<file path="config.mk">
export PLATFORM = sky130hd
export DESIGN_NAME = sync_fifo_param
export DESIGN_NICKNAME = d
export VERILOG_FILES = /design/src/rtl/sync_fifo_pkg.sv /design/src/rtl/fifo_mem.sv /design/src/rtl/sync_fifo_param.sv
export SDC_FILE = /design/constraint.sdc
export NUM_CORES = 1
export LEC_CHECK = 0
export ABC_AREA = 1
export BUFFER_PORTS_ARGS = -buffer_cell sky130_fd_sc_hd__buf_2
export CAP_MARGIN = 10
export CORE_UTILIZATION = 39
export CTS_CLUSTER_SIZE = 12
export DETAILED_ROUTE_END_ITERATION = 10
export MAX_ROUTING_LAYER = met4
export PLACE_DENSITY = 0.6
export SYNTH_ARGS = -nofsm -noshare
export SYNTH_HDL_FRONTEND = slang
export SYNTH_SLANG_ARGS = --single-unit
</file>
<file path="constraint.sdc">
create_clock -name clk -period 3.95 [get_ports clk]
set_input_delay 0 -clock clk [delete_from_list [all_inputs] [get_ports clk]]
set_output_delay 0 -clock clk [all_outputs]
set_load 0.01 [all_outputs]
</file>
<file path="src/rtl/sync_fifo_pkg.sv">
// sync_fifo_pkg
//   Shared definitions for the parametrised single-clock FIFO: default
//   parameter values, pointer/address width helpers and the legality checks
//   that the top module evaluates at elaboration time.
package sync_fifo_pkg;

    // Default configuration (drop-in replacement for the fixed 8-bit FIFO)
    localparam int unsigned DefDataW    = 8;
    localparam int unsigned DefDepth    = 16;
    localparam int unsigned DefAeThresh = 2;

    // Storage index width
    function automatic int unsigned addr_w(input int unsigned depth);
        return $clog2(depth);
    endfunction

    // Pointer / count width: index bits plus one wrap bit, so a count of
    // exactly DEPTH is representable.
    function automatic int unsigned ptr_w(input int unsigned depth);
        return $clog2(depth) + 1;
    endfunction

    // DEPTH must be a power of two and at least 2
    function automatic bit depth_ok(input int unsigned depth);
        return (depth >= 2) && ((depth & (depth - 1)) == 0);
    endfunction

    // almost_full threshold: 1..DEPTH
    function automatic bit af_ok(input int unsigned depth, input int unsigned af);
        return (af >= 1) && (af <= depth);
    endfunction

    // almost_empty threshold: 0..DEPTH-1
    function automatic bit ae_ok(input int unsigned depth, input int unsigned ae);
        return ae < depth;
    endfunction

endpackage

</file>
<file path="src/rtl/fifo_mem.sv">
// fifo_mem
//   DEPTH x DATA_W register array backing the FIFO. One synchronous write
//   port and one asynchronous (combinational) read port. Contents are not
//   reset; occupancy is tracked by the FIFO controller.
//
// Ports
//   clk      in   write clock
//   wr_en    in   write strobe (already qualified by the controller)
//   wr_addr  in   write index
//   wr_data  in   write data
//   rd_addr  in   read index
//   rd_data  out  word at rd_addr, combinational
module fifo_mem #(
    parameter int unsigned DATA_W = 8,
    parameter int unsigned DEPTH  = 16,
    parameter int unsigned ADDR_W = $clog2(DEPTH)
) (
    input  logic              clk,
    input  logic              wr_en,
    input  logic [ADDR_W-1:0] wr_addr,
    input  logic [DATA_W-1:0] wr_data,
    input  logic [ADDR_W-1:0] rd_addr,
    output logic [DATA_W-1:0] rd_data
);

    logic [DATA_W-1:0] mem_q [DEPTH];

    always_ff @(posedge clk) begin
        if (wr_en) begin
            mem_q[wr_addr] <= wr_data;
        end
    end

    assign rd_data = mem_q[rd_addr];

endmodule

</file>
<file path="src/rtl/sync_fifo_param.sv">
// sync_fifo_param
//   Parametrised single-clock FIFO with occupancy count, almost-full /
//   almost-empty flags, one-cycle overflow/underflow pulses, synchronous
//   flush and a selectable first-word-fall-through read mode.
//
// Parameters
//   DATA_W     data word width
//   DEPTH      number of entries (power of two, >= 2)
//   AF_THRESH  almost_full when count >= AF_THRESH (1..DEPTH)
//   AE_THRESH  almost_empty when count <= AE_THRESH (0..DEPTH-1)
//   FWFT       0: registered read, 1: head word shown on data_out
//
// Ports
//   clk           in   clock, rising edge
//   rst_n         in   asynchronous active-low reset
//   clr           in   synchronous flush, overrides wr_en/rd_en
//   wr_en         in   write request
//   data_in       in   write data
//   rd_en         in   read request / head acknowledge in FWFT mode
//   data_out      out  read data
//   full          out  count == DEPTH
//   almost_full   out  count >= AF_THRESH
//   empty         out  count == 0
//   almost_empty  out  count <= AE_THRESH
//   count         out  occupancy 0..DEPTH
//   overflow      out  pulse: write attempted while full
//   underflow     out  pulse: read attempted while empty
module sync_fifo_param
    import sync_fifo_pkg::*;
#(
    parameter int unsigned DATA_W    = DefDataW,
    parameter int unsigned DEPTH     = DefDepth,
    parameter int unsigned AF_THRESH = DEPTH - 2,
    parameter int unsigned AE_THRESH = DefAeThresh,
    parameter bit          FWFT      = 1'b0
) (
    input  logic                      clk,
    input  logic                      rst_n,
    input  logic                      clr,
    input  logic                      wr_en,
    input  logic [DATA_W-1:0]         data_in,
    input  logic                      rd_en,
    output logic [DATA_W-1:0]         data_out,
    output logic                      full,
    output logic                      almost_full,
    output logic                      empty,
    output logic                      almost_empty,
    output logic [ptr_w(DEPTH)-1:0]   count,
    output logic                      overflow,
    output logic                      underflow
);

    localparam int unsigned PtrW  = ptr_w(DEPTH);
    localparam int unsigned AddrW = addr_w(DEPTH);

    localparam logic [PtrW-1:0] DepthCnt = PtrW'(DEPTH);
    localparam logic [PtrW-1:0] AfCnt    = PtrW'(AF_THRESH);
    localparam logic [PtrW-1:0] AeCnt    = PtrW'(AE_THRESH);

    // Elaboration-time parameter legality checks
    if (!depth_ok(DEPTH)) begin : g_bad_depth
        $error("sync_fifo_param: DEPTH must be a power of two >= 2");
    end
    if (!af_ok(DEPTH, AF_THRESH)) begin : g_bad_af
        $error("sync_fifo_param: AF_THRESH must be in 1..DEPTH");
    end
    if (!ae_ok(DEPTH, AE_THRESH)) begin : g_bad_ae
        $error("sync_fifo_param: AE_THRESH must be in 0..DEPTH-1");
    end
    if (DATA_W < 1) begin : g_bad_width
        $error("sync_fifo_param: DATA_W must be >= 1");
    end

    // ------------------------------------------------------------------
    // State
    // ------------------------------------------------------------------
    logic [PtrW-1:0]   wr_ptr_q, wr_ptr_d;
    logic [PtrW-1:0]   rd_ptr_q, rd_ptr_d;
    logic [PtrW-1:0]   count_q, count_d;
    logic              full_q, full_d;
    logic              af_q, af_d;
    logic              empty_q, empty_d;
    logic              ae_q, ae_d;
    logic              ovf_q, ovf_d;
    logic              unf_q, unf_d;

    logic              wr_acc;
    logic              rd_acc;
    logic [DATA_W-1:0] mem_rdata;

    // ------------------------------------------------------------------
    // Next-state logic
    // ------------------------------------------------------------------
    always_comb begin
        // Acceptance uses only registered flags, so a read in the same cycle
        // never frees room for a write at full (and vice versa at empty).
        wr_acc = wr_en & ~full_q & ~clr;
        rd_acc = rd_en & ~empty_q & ~clr;

        wr_ptr_d = wr_ptr_q;
        rd_ptr_d = rd_ptr_q;
        count_d  = count_q;

        if (clr) begin
            wr_ptr_d = '0;
            rd_ptr_d = '0;
            count_d  = '0;
        end else begin
            if (wr_acc) begin
                wr_ptr_d = wr_ptr_q + PtrW'(1);
            end
            if (rd_acc) begin
                rd_ptr_d = rd_ptr_q + PtrW'(1);
            end
            count_d = count_q + PtrW'(wr_acc) - PtrW'(rd_acc);
        end

        // Flags are derived from count_d so that, once registered, they
        // always describe the count visible in the same cycle.
        full_d  = (count_d == DepthCnt);
        af_d    = (count_d >= AfCnt);
        empty_d = (count_d == '0);
        ae_d    = (count_d <= AeCnt);

        // Error pulses: a rejected request. Flush suppresses them.
        ovf_d = ~clr & wr_en & full_q;
        unf_d = ~clr & rd_en & empty_q;
    end

    always_ff @(posedge clk or negedge rst_n) begin
        if (!rst_n) begin
            wr_ptr_q <= '0;
            rd_ptr_q <= '0;
            count_q  <= '0;
            full_q   <= 1'b0;
            af_q     <= 1'b0;
            empty_q  <= 1'b1;
            ae_q     <= 1'b1;
            ovf_q    <= 1'b0;
            unf_q    <= 1'b0;
        end else begin
            wr_ptr_q <= wr_ptr_d;
            rd_ptr_q <= rd_ptr_d;
            count_q  <= count_d;
            full_q   <= full_d;
            af_q     <= af_d;
            empty_q  <= empty_d;
            ae_q     <= ae_d;
            ovf_q    <= ovf_d;
            unf_q    <= unf_d;
        end
    end

    // ------------------------------------------------------------------
    // Storage
    // ------------------------------------------------------------------
    fifo_mem #(
        .DATA_W (DATA_W),
        .DEPTH  (DEPTH),
        .ADDR_W (AddrW)
    ) u_mem (
        .clk     (clk),
        .wr_en   (wr_acc),
        .wr_addr (wr_ptr_q[AddrW-1:0]),
        .wr_data (data_in),
        .rd_addr (rd_ptr_q[AddrW-1:0]),
        .rd_data (mem_rdata)
    );

    // ------------------------------------------------------------------
    // Read data path
    // ------------------------------------------------------------------
    if (FWFT) begin : g_fwft
        // Head word is presented directly; meaningless while empty.
        assign data_out = mem_rdata;
    end else begin : g_std
        logic [DATA_W-1:0] dout_q;

        always_ff @(posedge clk or negedge rst_n) begin
            if (!rst_n) begin
                dout_q <= '0;
            end else if (clr) begin
                dout_q <= '0;
            end else if (rd_acc) begin
                dout_q <= mem_rdata;
            end
        end

        assign data_out = dout_q;
    end

    // ------------------------------------------------------------------
    // Outputs
    // ------------------------------------------------------------------
    assign full         = full_q;
    assign almost_full  = af_q;
    assign empty        = empty_q;
    assign almost_empty = ae_q;
    assign count        = count_q;
    assign overflow     = ovf_q;
    assign underflow    = unf_q;

endmodule
</file>
Word level (Yosys, flattened, before mapping)
Memory sizes are Yosys's and may differ from the RTL's. Index checks and enable logic that the tools add are counted.

Flip-flop bits (word level): 29. Bits in latches: 0. Memory bits (writable): 128. ROM bits: 0. Input port bits: 13. Output and inout bits: 19. Logic and storage cells: 41. Memories: 1.

Memories: u_mem.mem_q (depth 16, width 8, rd ports 1, clocked after memory_dff 0, write ports 1, line fifo_mem.sv:26) `logic [DATA_W-1:0] mem_q [DEPTH];`.

$add $sub $neg: 4. Multiply operators: 0. Div/mod/pow operators: 0. $lt $le $gt $ge: 2. Equality and inequality tests: 1. Shift operators: 0. Multiplexer cells: 9. Bitwise gates (word level): 11. Reductions and logical operators: 3.

Operator list (count): 5-bit two-way mux (5); 8-bit two-way mux (2); 5-bit by 1-bit adder with 5-bit output, second input constant (2); 1-bit AND (8); 5-bit by 1-bit adder with 5-bit output (1); 5-bit == test, second input constant (1); 5-bit by 4-bit greater-or-equal comparator with 1-bit output, second input constant (1); 5-bit by 2-bit less-or-equal comparator with 1-bit output, second input constant (1); 5-bit zero test (1); 5-bit by 1-bit subtractor with 5-bit output (1); 2-bit nonzero test (2); 1-bit NOT (3); 1-bit two-way mux (2).

Depth between registers and ports, before layout
Gate-level depths: netlist (run 1).

Word-level depth: 7. Depth in mapped cells: 17. Gate-level depth less buffers: 17.

Cells and area by module
A second synthesis (run 1) with hierarchy kept.

Cell total of the unflattened synthesis: 691. Area total of the unflattened synthesis: 6887.9 um^2.

Modules (own cells, without submodules): fifo_mem (instances 1, cells each 543, area an instance 5606.6 um^2); sync_fifo_param (instances 1, cells each 148, area an instance 1281.2 um^2).

Least setup slack after synthesis (run 1)
Ideal clock, no wire load.

Path kind: flip-flop to flip-flop. Start: reg full_q (netlist: full). End: reg full_q (netlist: full). Arrival time: 2451 ps. Required time: 3878 ps. Setup slack: 1428 ps. Cell stages (with the launch flop): 16. Path buffers: 0. Clock period less this slack: 2522 ps. Cells stage by stage: dfrtp_1 -> nor2_1 -> inv_1 -> nor2_1 -> inv_1 -> ha_1 -> inv_1 -> ha_1 -> fa_1 -> nand2_1 -> nand2_1 -> a21oi_1 -> nor2_1 -> nor2_1 -> inv_1 -> nor2_1.

Longest elaborated chain between the ends: 7.

Ends and longest elaborated chain: start: declaration (line sync_fifo_param.sv:80) `logic full_q, full_d;`; start signal: assignment (line sync_fifo_param.sv:145) `full_q <= full_d;`; 1-bit NOT (line sync_fifo_param.sv:97) `wr_acc = wr_en & ~full_q & ~clr;`; 1-bit AND (2 in series) (line sync_fifo_param.sv:97); 5-bit by 1-bit adder with 5-bit output (line sync_fifo_param.sv:115) `count_d = count_q + PtrW'(wr_acc) - PtrW'(rd_acc);`; 5-bit by 1-bit subtractor with 5-bit output (line sync_fifo_param.sv:115); 5-bit two-way mux (line sync_fifo_param.sv:104) `if (clr) begin`; via count_d[4] (line sync_fifo_param.sv:79) `logic [PtrW-1:0] count_q, count_d;`; 5-bit == test (line sync_fifo_param.sv:120) `full_d = (count_d == DepthCnt);`; via full_d (line sync_fifo_param.sv:80).

The timed path passes the listed nets, and every way through them passes these cells. A chain may end at the register's enable or synchronous reset.

Final worst setup path (run 1)
Ends and elaborated chain as after synthesis.

==> flow_summary_export.csv, run 1 <==
group,metric,value,unit
clock_network,clkLatencyLatePin,420,ps
sta,finalCritPeriodShare,71.7,%
drt,drt.antenna.violating_nets,0,
drt,routed_via_density,4.82,
setup_path,crit_fanout,7,
synth,synthArstFlopShare,17.4,%
synth,synth_top_area_cell,"edfxtp_1",
grt,grt_pass1_wl,23.8,mm
setup_path,worstPathCellList,"nor2_1, inv_1, nor2_1, inv_1, ha_1, inv_1, ha_1, fa_1, nand2_1, nand2_1, a21oi_1, nor2_1, nor2_1, inv_1, nor2_1",
synth,syn-cell-area,6870,um^2
synth,yosysMostFrequentCell,"nand2_1",
clock_network,cts_hold_buffers,11,
sta,finalMaxSlewViolations,0,
drt,avgRoutedWirePerCell,15.5,um
grt,grt.total_usage,18.5,%
floorplan,initial_core_util,39.8,%
power_and_ir_drop,peakVddDrop,0.280,mV
sta,fmax,353,MHz
clock_network,cts_tree,"built",
synth,syn_avg_cell_area,10.0,um^2
finish,nets,758,
setup_path,cp-start-kind,"flip-flop",
synth,seq_area_frac_synth,65.9,%
power_and_ir_drop,power_density,514,nW/um^2
clock_network,cts_buffers,17,
drt,drc,0,
synth,synthCells,687,
drt,drt_iter0_markers,357,
setup_path,end_kind,"flip-flop",
setup_path,worst_ep_arrival_time,3190,ps
floorplan,rows,48,
place,placed_area,7220,um^2
sta,skew,5.49,ps
sta,setup_tns,0,ps
clock_network,clk_pin_slew,60,ps
setup_path,crit_top_cell,"nor2_1",
place,gp_congestion,0.843,
drt,num_vias,4678,
setup_path,worstPathRequired,4300,ps
setup_path,slowest_delay,390,ps
sta,tightest_slew,1130,ps
synth,ys.flop_type,"edfxtp_1",
synth,synth-edff-count,128,
finish,antenna_cells,0,
drt,wirelength,15.0,mm
synth,netlist-cell-type-count,23,
floorplan,die-area,18100,um^2
grt,grt_max_degree,66,
floorplan,die_x,135,um
floorplan,die_h,135,um
clock_network,clock_sinks,155,
grt,grt-ovfl-total,0,
place,hpwl,9.35,mm
place,port_buffers,31,
sta,finalCriticalPeriod,2830,ps
grt,antenna_found_initial,0,
clock_network,cts.path.max_buffers,2,
setup_path,crit_buf_inv,4,
synth,synth_area_leaders,"edfxtp_1, nand2_1, dfrtp_1",
clock_network,cts_resized,0,
synth,yosys_warnings,0,
hold_path,min_path_type,"in2reg",
clock_network,htree_num_levels,4,
finish,syn_to_final_growth,14.5,%
finish,drive_gt1_share,10.3,%
power_and_ir_drop,p_leak,3.53,nW
job,maxCapViolCount,0,
sta,setup_viol,0,
clock_network,cts_root_buf,"clkbuf_16",
outcome,outcome,"completed",
sta,maxSlewHeadroom,24.3,%
finish,fin_area,7860,um^2
synth,synth_top_area_share,56.0,%
synth,synth_nets,711,
floorplan,core_area,17200,um^2
sta,rsz0062_at_grt,"no",
floorplan,ios,32,
setup_path,cpLargestDelayFamily,"simple AND/OR/NAND/NOR gates",
synth,ys_ff_latch,155,
setup_path,crit_slowest_cell,"dfrtp_1",
sta,hold_viol,0,
drt,first_pass_iters,5,
setup_path,critPathKind,"reg2reg",
grt,grt_pass1_vias,4516,
synth,netlist_top_cells_count,"nand2_1, edfxtp_1, inv_1",
clock_network,cts_setup_buffers,0,
==> cell families after synthesis <==
logic type	count (synthesis)	share of synthesized area, %
fa+ha+maj	11	2.11
xor+xnor	1	0.128
buf+inv	153	9.27
flops	155	65.9
simple gates	354	21.6
compound gates	13	1.00
==> sequential cells by signal, summed over array words and instances (netlist names) <==
| signal | count |
|---|---|
| u_mem.mem_q | 128 |
| almost_empty | 1 |
| wr_ptr_q | 4 |
| empty | 1 |
| overflow | 1 |
| count | 5 |
| full | 1 |
| rd_ptr_q | 4 |
| almost_full | 1 |
| data_out | 8 |
| underflow | 1 |
==> metal layers <==
metal  vias to the layer above  track usage [%]  part of all wire, %
li1                       2295                -                    -
met1                      2254             22.7                   44
met2                       110             29.9                   50
met3                        19             2.97                  4.3
met4                         0             8.99                  2.2
met5                         -                -                    0
==> stage by stage <==
step                util, %  power, mW  setup WS [ps]  hold WS [ps]  cells
finish                 45.6       4.04           1120          15.1    971
global route           45.6       4.24            690          4.97    971
CTS                    45.4       4.06           1120          1.37    968
detailed placement     41.9       2.68           1130          46.2    926
global placement       41.9       2.65           1250          25.1    926
floorplan                 -       2.45           1430          -296    687
==> where the power goes <==
part,switching [mW],total [mW],internal [mW]
Clock,0.597,1.38,0.782
Combinational,0.514,0.761,0.248
Sequential,0.0439,1.90,1.86
Total,1.15,4.04,2.89
==> worst paths after layout <==
kind,slack (ps),cells past startpoint,to,from
max,1120,15,full,full
min,20,1,u_mem.mem_q[10][2],data_in[2]
max reg2reg,1120,15,full,full
min reg2reg,480,2,data_out[0],data_out[0]
max in group asynchronous,3390,2,rd_ptr_q[0],rst_n
min in group asynchronous,120,2,data_out[0],rst_n
==> cell type report <==
type                            count  area [um^2]
Clock buffer                       20          437
Clock inverter                     11         56.3
Fill cell                        1620         9370
Inverter                          126          473
Multi-Input combinational cell    379         1710
Sequential cell                   155         4520
Tap cell                          225          282
Timing Repair Buffer               55          380
==> layout by cell type (no fill, tap or decap) <==
master,synthesis,final
clkinv_1,0,3
ha_1,10,10
nor3_2,1,2
a22o_1,1,1
clkbuf_16,0,17
clkbuf_1,1,3
nor2_2,1,1
edfxtp_1,128,128
clkbuf_4,0,1
dfrtp_2,0,1
dlygate4sd3_1,0,11
buf_4,10,10
xor2_1,1,1
nand2_1,213,213
buf_2,14,32
o21ai_0,6,6
clkinvlp_4,0,2
fa_1,1,1
nor3_1,13,12
buf_16,0,1
inv_2,2,2
nor2_1,22,22
nand4_1,1,1
inv_1,124,124
clkinv_2,0,6
dfrtp_1,25,24
dfstp_2,2,2
a21oi_1,6,6
nand3_1,103,103
(Power assumes the default switching activity.)
==> run 2: changes to the inputs <==
PLACE_DENSITY = 0.62   (was 0.6)
clock period = 2.58 ns   (was 3.95 ns; I/O delays follow)
==> run 2 against run 1 <==
- final cell count rose by 1.4%
- clock skew is 2.5 ps higher
- via count decreased by 1.5%
- wire length up 2.5%
- flip-flop and latch count stayed put
- setup slack lost 970 ps
- maximum frequency is 17% higher
- sequential power is 53% higher
- highest routed layer unchanged
==> flow_summary_export.csv, run 2 (synthesis results as in run 1) <==
group,metric,value,unit
outcome,outcome,"completed",
drt,avgRoutedWirePerCell,15.6,um
hold_path,min_from,"data_in[4]",
sta,fmax,412,MHz
floorplan,ios,32,
finish,syn_to_final_growth,16.5,%
finish,postLayoutCoreUtil,46.4,%
setup_path,worst_ep_arrival_time,2770,ps
grt,grt.total_usage,18.9,%
place,hpwl,9.47,mm
clock_network,clkLatencyLatePin,420,ps
grt,grt_pass1_vias,4336,
finish,largest_reg_flops,128,
hold_path,min_path_type,"in2reg",
power_and_ir_drop,power_density,811,nW/um^2
setup_path,crit_top_cell,"inv_1",
sta,hold_slack,10.3,ps
setup_path,worstPathCellList,"nor2_1, inv_1, nor2_2, inv_1, ha_1, inv_1, ha_1, fa_1, nand2_1, nand2_1, a21oi_2, nor2_1, nor2_2, inv_1, nor2_1",
setup_path,r2r_cells,15,
place,dp_cells,943,
sta,finalMaxSlewViolations,0,
finish,layout_common_cells,"nand2_1, edfxtp_1, inv_1",
sta,finalCritPeriodShare,94.1,%
sta,setup_viol,0,
setup_path,r2r-end,"full",
setup_path,r2r_start,"full",
sta,finalCriticalPeriod,2430,ps
setup_path,worstPathRequired,2920,ps
setup_path,crit_fanout,4,
drt,wirelength,15.4,mm
floorplan,die-area,18100,um^2
sta,maxSlewHeadroom,50.5,%
grt,antenna_found_initial,1,
drt,routed_via_density,4.68,
hold_path,hold_depth,1,
finish,final.fill_count,1562,
finish,largest-register,"u_mem.mem_q",
hold_path,hold_end,"u_mem.mem_q[14][4]",
setup_path,crit_buf_inv,4,
setup_path,slowest_delay,390,ps
clock_network,clk_pin_slew,60,ps
grt,grt-ovfl-total,0,
setup_path,cpLargestDelayFamily,"adder cells",
setup_path,critPathKind,"reg2reg",
setup_path,crit_slowest_cell,"dfrtp_1",
drt,drc,0,
floorplan,die_x,135,um
clock_network,htree_num_levels,4,
clock_network,cts_root_buf,"clkbuf_16",
setup_path,end_kind,"flip-flop",
clock_network,cts_tree,"built",
job,maxCapViolCount,0,
finish,layout_commonest_cell,"nand2_1",
setup_path,cp-start-kind,"flip-flop",
grt,grt_pass1_wl,24.0,mm
grt,grt_max_degree,67,
sta,hold_viol,0,
finish,multi_input_area,1720,um^2
power_and_ir_drop,power,6.48,mW
setup_path,rrSetupSlack,150,ps
finish,nets,770,
drt,first_pass_iters,5,
floorplan,core_area,17200,um^2
floorplan,die_h,135,um
power_and_ir_drop,peakVddDrop,0.441,mV
drt,drt_iter0_markers,420,
finish,final_cells,985,
finish,register_area,4520,um^2
clock_network,cts_buffers,17,
place,port_buffers,31,
finish,drive_gt1_share,12.1,%
sta,tightest_slew,742,ps
clock_network,clock_sinks,155,
place,gp_congestion,0.809,
power_and_ir_drop,p_leak,3.61,nW
sta,skew,7.99,ps
sta,setup_tns,0,ps
drt,num_vias,4606,
clock_network,cts.path.max_buffers,2,
floorplan,rows,48,
drt,drt.antenna.violating_nets,0,
floorplan,initial_core_util,39.8,%
-- run 2: changes by cell type in the layout (fill, tap and decap cells not counted), sizes merged --
| cell | previous run | this run |
|---|---|---|
| buf | 43 | 58 |
| bufinv | 0 | 2 |
| clkbuf | 21 | 19 |
| clkinv | 9 | 11 |
| clkinvlp | 2 | 0 |
| dlygate4sd3 | 11 | 9 |
| diode | 0 | 1 |
-- run 2: routing by layer --
layer | wire [um] | vias to the layer above | track usage, %
met5 | 0 | - | -
met4 | 350 | 0 | 8.61
met3 | 777 | 28 | 4.17
met2 | 7410 | 103 | 28.2
met1 | 6850 | 2154 | 24.7
li1 | - | 2321 | -
-- run 2: through the flow --
| stage | setup slack [ps] | instance area, um^2 |
|---|---|---|
| floorplan | 57.9 | 6870 |
| global placement | 76.0 | 7360 |
| detailed placement | 23.0 | 7360 |
| CTS | 10.2 | 7990 |
| global route | -5.74 | 8000 |
| finish | 152 | 8000 |
-- run 2: how the worst max path moves through the flow --
stage          from   end  slack [ps]  cells after the start
2_1_floorplan  full  full          60                     15
6_report       full  full         150                     15
4_1_cts        full  full          10                     15
3_5_place_dp   full  full          20                     15
5_1_grt        full  full          -6                     15
3_3_place_gp   full  full          80                     15
-- run 2: layout make-up --
cell class | count | share of cell area (%)
repair buffers | 67 | 5.76
multi-input cells | 379 | 21.5
clock inverters | 13 | 1.35
well taps | 225 | 3.52
inverters | 126 | 5.91
clock buffers | 19 | 5.41
diodes | 1 | 0.0313
flip-flops and latches | 155 | 56.6
-- run 2: where the power goes --
part	switching (mW)	leakage, nW	internal [mW]
combinational	0.854	1.83	0.406
clock	0.924	0.269	1.39
sequential	0.0652	1.51	2.84
total	1.84	3.61	4.64
-- run 2: repair_timing --
item,4_1_cts,5_1_grt
setup endpoints to repair,0,4
hold endpoints to repair,79,0
buffers inserted,0,0
gates resized for setup,0,3
hold buffers,9,0
==> run 3: changes to the inputs <==
CELL_PAD_IN_SITES_DETAIL_PLACEMENT = 0   (was default)
CELL_PAD_IN_SITES_GLOBAL_PLACEMENT = 1   (was default)
CORE_UTILIZATION = 44   (was 39)
PLACE_DENSITY = 0.81   (was 0.62)
==> run 3 against run 2 <==
- clock-buffer cell count fell by 2
- clock skew fell by 1.1 ps
- register-to-register slack improved by 40 ps
- via count rose by 2.2%
- first-iteration DRC count rose by 20%
- utilization rose by 6.7 points
- die area fell by 11%
- setup slack improved by 42 ps
- non-clock buffer count rose by 1
- critical endpoint is now almost_empty
- largest power group unchanged
- highest routed layer unchanged
==> flow_summary_export.csv, run 3 (synthesis results as in run 1) <==
group,metric,value,unit
sta,skew,6.92,ps
sta,maxSlewHeadroom,49.2,%
clock_network,clk_pin_slew,60,ps
place,gp_congestion,0.843,
sta,hold_viol,0,
floorplan,initial_core_util,45.2,%
drt,drt_iter0_markers,503,
sta,setup_tns,0,ps
power_and_ir_drop,power_density,856,nW/um^2
setup_path,worst_ep_arrival_time,2720,ps
place,dp_cells,905,
place,port_buffers,31,
clock_network,clock_sinks,155,
outcome,outcome,"completed",
drt,wirelength,15.5,mm
sta,setup_viol,0,
finish,largest-register,"u_mem.mem_q",
floorplan,die_x,127,um
sta,fmax,419,MHz
finish,final.fill_count,1323,
clock_network,cts_tree,"built",
drt,avgRoutedWirePerCell,16.4,um
drt,routed_via_density,4.96,
clock_network,cts_root_buf,"clkbuf_16",
grt,grt_max_degree,50,
clock_network,htree_num_levels,4,
power_and_ir_drop,peakVddDrop,0.551,mV
grt,grt-ovfl-total,0,
setup_path,cp-start-kind,"flip-flop",
drt,drc,0,
finish,largest_reg_flops,128,
finish,nets,771,
grt,grt_pass1_vias,4468,
clock_network,cts.path.max_buffers,2,
finish,antenna_cells,0,
setup_path,worstPathRequired,2920,ps
finish,multi_input_area,1720,um^2
floorplan,die-area,16100,um^2
finish,layout_commonest_cell,"nand2_1",
drt,drt.antenna.violating_nets,0,
drt,num_vias,4706,
sta,finalCriticalPeriod,2390,ps
grt,grt.total_usage,21.3,%
floorplan,ios,32,
setup_path,end_kind,"flip-flop",
sta,tightest_slew,760,ps
power_and_ir_drop,p_leak,3.66,nW
finish,layout_common_cells,"nand2_1, edfxtp_1, inv_1",
drt,first_pass_iters,5,
setup_path,crit_fanout,4,
finish,postLayoutCoreUtil,53.1,%
finish,drive_gt1_share,13.7,%
floorplan,rows,45,
finish,register_area,4520,um^2
grt,grt_pass1_wl,24.4,mm
place,hpwl,9.57,mm
sta,finalCritPeriodShare,92.5,%
finish,final_cells,948,
setup_path,critPathKind,"reg2reg",
floorplan,die_h,127,um
finish,syn_to_final_growth,17.5,%
grt,antenna_found_initial,0,
job,maxCapViolCount,0,
hold_path,min_path_type,"in2reg",
clock_network,cts_buffers,17,
floorplan,core_area,15200,um^2
sta,finalMaxSlewViolations,0,
clock_network,clkLatencyLatePin,430,ps
## run 3: per-stage QoR
stage	total power, mW	hold WS [ps]	instance area, um^2	setup WS (ps)
2_1_floorplan	3.76	-296	6870	57.9
6_report	6.91	10.1	8070	194
3_5_place_dp	4.17	45.2	7300	-4.34
3_3_place_gp	4.13	24.3	7300	102
5_1_grt	7.18	13.3	8070	-20.7
4_1_cts	6.88	5.65	8040	40.2
## run 3: what timing repair did
action,4_1_cts,5_1_grt
resized for setup,1,5
endpoints found under the setup margin,2,5
setup buffers,0,2
hold endpoints to repair,67,0
hold buffers,9,0
pin swaps,0,1
## run 3: path summary, 6_finish.rpt
check / depth (start not counted) / start / endpoint / slack [ps]
min: 1 / data_in[5] / u_mem.mem_q[4][5] / 10
min in group asynchronous: 2 / rst_n / data_out[6] / 110
min reg2reg: 2 / data_out[7] / data_out[7] / 470
max: 15 / full / almost_empty / 190
max reg2reg: 15 / full / almost_empty / 190
max in group asynchronous: 2 / rst_n / rd_ptr_q[0] / 2040
## run 3: critical path: stages (launching register included)
cell     delay, ps
dfrtp_1        390
nor2_2         130
inv_1           80
nor2_2         110
inv_1           70
ha_1           260
inv_1           40
ha_1           210
fa_2           360
nand2_2         90
nand2_1         60
a21oi_2        140
nand2_1         70
nand2_1         70
nor2_2          70
nor3_1         170
## run 3: where the power goes
part | switching [mW] | internal [mW] | leakage [nW]
Sequential | 0.0644 | 2.84 | 1.51
Clock | 1.00 | 1.72 | 0.309
Combinational | 0.858 | 0.427 | 1.84
Total | 1.92 | 4.98 | 3.66
## run 3: layout make-up
| cell class | instances | share of cell area, % |
|---|---|---|
| clock buffer | 17 | 5.27 |
| clock inverter | 15 | 2.76 |
| inverter | 126 | 5.86 |
| multi-input combinational | 379 | 21.4 |
| sequential | 155 | 56.0 |
| tap | 188 | 2.91 |
| timing repair buffer | 68 | 5.80 |
## run 3: layer usage
layer	vias up	GRT usage (%)	wire length (um)
li1	2322	-	-
met2	125	32.1	7330
met3	31	3.67	677
met4	0	10.2	461
met1	2228	28.2	7080
met5	-	-	0
